## src/rtl/count_seq_decoder.sv

```systemverilog
// Locks onto a 3-bit counter stream (binary or Gray order), reports the decoded
// sequence index, flags illegal steps, mode switches and wraps, and counts errors.
module count_seq_decoder #(
  parameter int ERR_W = 8
) (
  input  logic             clk,
  input  logic             reset,
  input  logic             clr,
  input  logic             in_valid,
  input  logic [2:0]       in_code,
  output logic             locked,
  output logic             mode,
  output logic [2:0]       dec_value,
  output logic             parity_flag,
  output logic             seq_err,
  output logic             mode_chg,
  output logic             wrap,
  output logic [ERR_W-1:0] err_count
);

  typedef enum logic [1:0] {
    IDLE  = 2'd0,
    HAVE1 = 2'd1,
    BIN   = 2'd2,
    GRAY  = 2'd3
  } state_e;

  function automatic logic [2:0] bin_next(input logic [2:0] x);
    return x + 3'd1;
  endfunction

  function automatic logic [2:0] gray_next(input logic [2:0] x);
    logic [2:0] n;
    case (x)
      3'd0:    n = 3'd1;
      3'd1:    n = 3'd3;
      3'd3:    n = 3'd2;
      3'd2:    n = 3'd6;
      3'd6:    n = 3'd7;
      3'd7:    n = 3'd5;
      3'd5:    n = 3'd4;
      default: n = 3'd0;  // 4 -> 0
    endcase
    return n;
  endfunction

  function automatic logic [2:0] gray2bin(input logic [2:0] g);
    logic [2:0] b;
    b[2] = g[2];
    b[1] = b[2] ^ g[1];
    b[0] = b[1] ^ g[0];
    return b;
  endfunction

  state_e           state_q, state_d;
  logic [2:0]       prev_q, prev_d;
  logic             locked_d, mode_d, parity_d;
  logic             seq_err_d, mode_chg_d, wrap_d;
  logic [2:0]       dec_d;
  logic [ERR_W-1:0] err_d;
  logic             bin_hit, gray_hit;

  // Neither successor function maps a value to itself, so a repeated sample
  // naturally falls out as "no match".
  assign bin_hit  = (in_code == bin_next(prev_q));
  assign gray_hit = (in_code == gray_next(prev_q));

  // NOTE: every signal written here gets a default first, so no path can leave
  // one unassigned and infer a latch.
  always_comb begin
    state_d    = state_q;
    prev_d     = prev_q;
    dec_d      = dec_value;
    parity_d   = parity_flag;
    seq_err_d  = 1'b0;
    mode_chg_d = 1'b0;
    wrap_d     = 1'b0;
    err_d      = err_count;

    if (clr) begin
      state_d = IDLE;
      err_d   = '0;
    end else if (in_valid) begin
      prev_d   = in_code;
      parity_d = ^in_code;
      case (state_q)
        IDLE: state_d = HAVE1;
        HAVE1: begin
          if (bin_hit && !gray_hit)      state_d = BIN;
          else if (gray_hit && !bin_hit) state_d = GRAY;
          else if (!bin_hit && !gray_hit) seq_err_d = 1'b1;
        end
        // The match for the current mode is tested first so ambiguous steps
        // (0->1, 6->7) never flip the mode.
        BIN: begin
          if (bin_hit) state_d = BIN;
          else if (gray_hit) begin
            state_d    = GRAY;
            mode_chg_d = 1'b1;
          end else begin
            state_d   = HAVE1;
            seq_err_d = 1'b1;
          end
        end
        default: begin  // GRAY
          if (gray_hit) state_d = GRAY;
          else if (bin_hit) begin
            state_d    = BIN;
            mode_chg_d = 1'b1;
          end else begin
            state_d   = HAVE1;
            seq_err_d = 1'b1;
          end
        end
      endcase

      dec_d  = (state_d == GRAY) ? gray2bin(in_code) : in_code;
      wrap_d = (state_q == BIN || state_q == GRAY) && (state_d == state_q) &&
               (dec_value == 3'd7) && (dec_d == 3'd0);

      if (seq_err_d && (err_count != '1)) err_d = err_count + ERR_W'(1);
    end

    locked_d = (state_d == BIN) || (state_d == GRAY);
    mode_d   = (state_d == GRAY);
  end

  // NOTE: sequential state uses non-blocking assignments so every register
  // samples the pre-edge values regardless of statement order.
  always_ff @(posedge clk or posedge reset) begin
    if (reset) begin
      state_q     <= IDLE;
      prev_q      <= '0;
      locked      <= 1'b0;
      mode        <= 1'b0;
      dec_value   <= '0;
      parity_flag <= 1'b0;
      seq_err     <= 1'b0;
      mode_chg    <= 1'b0;
      wrap        <= 1'b0;
      err_count   <= '0;
    end else begin
      state_q     <= state_d;
      prev_q      <= prev_d;
      locked      <= locked_d;
      mode        <= mode_d;
      dec_value   <= dec_d;
      parity_flag <= parity_d;
      seq_err     <= seq_err_d;
      mode_chg    <= mode_chg_d;
      wrap        <= wrap_d;
      err_count   <= err_d;
    end
  end

endmodule

```

## config.mk

```make
export PLATFORM = sky130hd
export DESIGN_NAME = count_seq_decoder
export DESIGN_NICKNAME = d
export VERILOG_FILES = /design/src/rtl/count_seq_decoder.sv
export SDC_FILE = /design/constraint.sdc
export NUM_CORES = 1
export LEC_CHECK = 0
export ABC_AREA = 1
export CAP_MARGIN = 10
export CORE_ASPECT_RATIO = 0.6
export CORE_MARGIN = 3
export CORE_UTILIZATION = 41
export CTS_BUF_LIST = sky130_fd_sc_hd__clkbuf_8
export DETAILED_ROUTE_END_ITERATION = 8
export PLACE_DENSITY = 0.66
export REMOVE_ABC_BUFFERS = 1
export SKIP_LAST_GASP = 1
export SLEW_MARGIN = 20
export SYNTH_ARGS = -nofsm -noshare
export SYNTH_HDL_FRONTEND = slang
export SYNTH_SLANG_ARGS = --single-unit
export TNS_END_PERCENT = 50
```

## constraint.sdc

```tcl
create_clock -name clk -period 1.9 [get_ports clk]
set_clock_uncertainty 0.15 [all_clocks]
set_input_delay 0.285 -clock clk [delete_from_list [all_inputs] [get_ports clk]]
set_output_delay 0.285 -clock clk [all_outputs]
set_load 0.01 [all_outputs]
```

==> results.toml <==
[die]
floorplan.initialDensity_pct = 44.61
die_w_um = 79.57
area_of_the_core_region_sq_um = 2984
num_rows = 15
pin_count = 24
die_height_um = 50.14
design.die.area_sq_um = 3989

[placement]
port_buffers = 23
dpl.cell_count = 254
place_ws_ns = -0.2356
detailed_place_hpwl_mm = 2.458
placedInstanceArea_sq_um = 1723
gp_congestion = 0.8489

[worst_setup_path]
crit_top_cell = "nand2_4"
buffering_stage_count_on_the_worst_path_with_inverters_included = 1
worstSetupStartpointType = "flip-flop"
required_ns = 1.96
endpoint_kind = "flip-flop"
worst_path_dominant_cell_family = "simple AND/OR/NAND/NOR gates"
worstPathCellList = "buf_6 -> ha_1 -> o21ai_2 -> nand2_2 -> nand2_2 -> nand2_4 -> nand3_4 -> nand2_4 -> a21oi_4 -> nand3_4 -> nand2_4 -> nand2_1 -> nand2_1"
timing.critical_path.arrival_ns = 2.20
critical_path.startpoint = "prev_q[0]$_DFFE_PP0P_"
worst-setup-path-type = "reg2reg"
r2r_start = "prev_q[0]$_DFFE_PP0P_"
critPathMaxFanout = 8
slowest_delay_ns = 0.40
slowest_cell_on_the_critical_path = "dfrtp_1"

[sta]
period_needed_ns = 2.142
layout_setup_ws_ns = -0.2420
final_hold_violating_endpoints = 0
setup_viol = 17
setup-tns-final_ns = -2.432
tightestPinTransition_ns = 0.3858
fmax_achieved_mhz = 466.9
report.final.slew_viol_count = 0
layout_worst_path_cycle_share_pct = 112.7
grt_setup_unrepaired = "yes"
max_slew_margin_pct = 74.24

[cells_and_area]
drive_above_1_share_pct = 32.30
fin_cells = 268
most_common_cell_after_layout_fill_and_taps_aside = "nand2_1"
layout.cell_area.non_filler_sq_um = 2091
nNetsFinal = 240
most_frequent_cells_in_the_layout = "35 x nand2_1, 22 x buf_4, 21 x dfrtp_1, 21 x clkdlybuf4s50_1, 17 x inv_1"
num_antenna_cells = 0
areaGrowthSynthToFinish_pct = 57.05

[route]
drt-pass1-iter-count = 6
drt_initial_violations = 232
drc_errors = 0
drt.antenna.violating_nets = 0
detailroute.via_count = 1468
postRouteWirelength_mm = 4.175
avgViaCountPerCell = 5.478
post_drt_wl_per_cell_um = 15.58

[clock_network]
cts_hold_buffers = 0
cts.root.buffer_cell = "clkbuf_8"
clock_insertion_delay_at_the_later_pin_of_the_skew_report_ns = 0.27
h-tree-depth = 1
clock_sink_count = 21
number_of_buffers_created_by_cts = 3
clock_path_buffers = 2
clkTransAtPathRegs_ns = 0.08
tritoncts = "yes"

[synth]
synthesis.area_per_instance_sq_um = 7.607
yosys_warnings = 0
synth.ff_latch_count = 21
syn-instance-count = 175
yosys.cell_types.count = 27
netlist_area_sq_um = 1331
ys_async_sr_fraction_pct = 100.0
number_of_flops_mapped_to_enable_cells_by_yosys = 0
ys.flop_type = "dfrtp_1"
ys_seq_area_share_pct = 39.47

[grt]
global_route_wire_length_before_repair_mm = 5.996
groute.usage.overall_pct = 19.39
grt_max_degree = 22
number_of_antenna_violations_at_the_first_check_in_global_routing = 0
first_global_vias = 1244
gr-total-overflow = 0

[hold_path]
worst_hold_path_type = "in2async"

[power_and_ir_drop]
power_leakage_nw = 1.019
pwr-share-clk_pct = 19.1
power.ir.vdd_worst_mv = 0.5552
power_density_nw_per_um2 = 718.9
power.net_switching_mw = 0.5526
power.internal_mw = 0.9505
totalPowerFinal_mw = 1.503
p_sw_share_pct = 36.76
pwr-share-seq_pct = 34.9
power_frac_comb_pct = 45.9

[outcome]
failed_checks = "negative setup slack"
status = "complete, but fails checks"

[flow_run]
cap_violations = 0
[synthesized netlist by cell type (2+ instances only)]
| cell | n | area share (%) |
|---|---|---|
| nand2_2 | 2 | 0.94 |
| a21oi_1 | 3 | 1.1 |
| nand2_1 | 49 | 14 |
| xor2_1 | 4 | 2.6 |
| dfrtp_1 | 21 | 39 |
| xnor2_1 | 4 | 2.6 |
| nand3_1 | 21 | 7.9 |
| inv_2 | 2 | 0.56 |
| nand3_2 | 2 | 1.5 |
| nor3_1 | 3 | 1.1 |
| o21ai_0 | 4 | 1.5 |
| inv_1 | 17 | 4.8 |
| nor2_1 | 18 | 5.1 |
| nand4_1 | 7 | 3.3 |
| ha_1 | 6 | 5.6 |
[what timing repair did]
action,CTS,global route
setup buffers,3,7
setup endpoints to repair,14,17
pin swaps,10,20
gates cloned,1,0
gates resized for setup,9,47
[logic make-up after synthesis]
| kind of cell | after synthesis | synth area share (%) |
|---|---|---|
| AO/OA/AOI/OAI | 11 | 5.827 |
| XOR/XNOR | 8 | 5.263 |
| adder cells (fa/ha/maj) | 6 | 5.639 |
| buffers and inverters | 22 | 6.485 |
| flip-flops | 21 | 39.47 |
| AND/OR/NAND/NOR | 107 | 37.31 |
[flip-flops by register name, summed over array words and instances (netlist names)]
register / flops
err_count: 8
dec_value: 3
parity_flag: 1
mode: 1
mode_chg: 1
state_q: 2
prev_q: 2
locked: 1
wrap: 1
seq_err: 1
[area by class of cell]
cell class	instances	area, sq um
Inverter	20	82.58
Multi-Input combinational cell	133	950.9
Clock inverter	1	3.754
Fill cell	188	893.4
Clock buffer	3	41.29
Sequential cell	21	525.5
Tap cell	42	52.55
Timing Repair Buffer	48	434.2
[metrics by stage]
| stage | hold WS [ns] | util [%] |
|---|---|---|
| floorplan | 0.1115 | - |
| global placement | 0.3262 | 57.74 |
| detailed placement | 0.3276 | 57.74 |
| CTS | 0.1961 | 61.51 |
| global route | 0.2192 | 70.06 |
| finish | 0.1863 | 70.06 |
[worst paths after layout]
check	end	slack, ns	cells past startpoint
worst min-delay path	mode$_DFF_PP0_	0.19	3
worst max register to register	err_count[2]$_DFFE_PP0P_	-0.24	13
worst max-delay path	err_count[2]$_DFFE_PP0P_	-0.24	13
worst min register to register	parity_flag$_DFFE_PP0P_	0.35	2
max in group asynchronous	prev_q[1]$_DFFE_PP0P_	1.19	3
min in group clk	parity_flag$_DFFE_PP0P_	0.35	2
[power groups by stage]
| stage | sequential [mW] | combinational, mW | clock, mW |
|---|---|---|---|
| after floorplan | 0.545 | 0.230 | 0 |
| after global placement | 0.527 | 0.425 | 0 |
| after detailed placement | 0.529 | 0.432 | 0 |
| after CTS | 0.522 | 0.476 | 0.299 |
| after global routing | 0.533 | 0.743 | 0.324 |
| final | 0.525 | 0.690 | 0.288 |
[worst register-to-register path, stage by stage, from the launching register on]
cell and delay (ns):
dfrtp_1 0.40, buf_6 0.14, ha_1 0.20, o21ai_2 0.13
nand2_2 0.08, nand2_2 0.08, nand2_4 0.07, nand3_4 0.12
nand2_4 0.06, a21oi_4 0.18, nand3_4 0.14, nand2_4 0.14
nand2_1 0.11, nand2_1 0.08
[metal layers]
| metal | global-route usage (%) | up-vias | share of wire (%) |
|---|---|---|---|
| li1 | - | 672 | - |
| met1 | 29.92 | 667 | 41 |
| met2 | 26.45 | 102 | 43 |
| met3 | 5.197 | 27 | 11 |
| met4 | 4.571 | 0 | 4.9 |
| met5 | 0 | - | 0 |
Note: power is estimated with default switching activity, not from simulation.
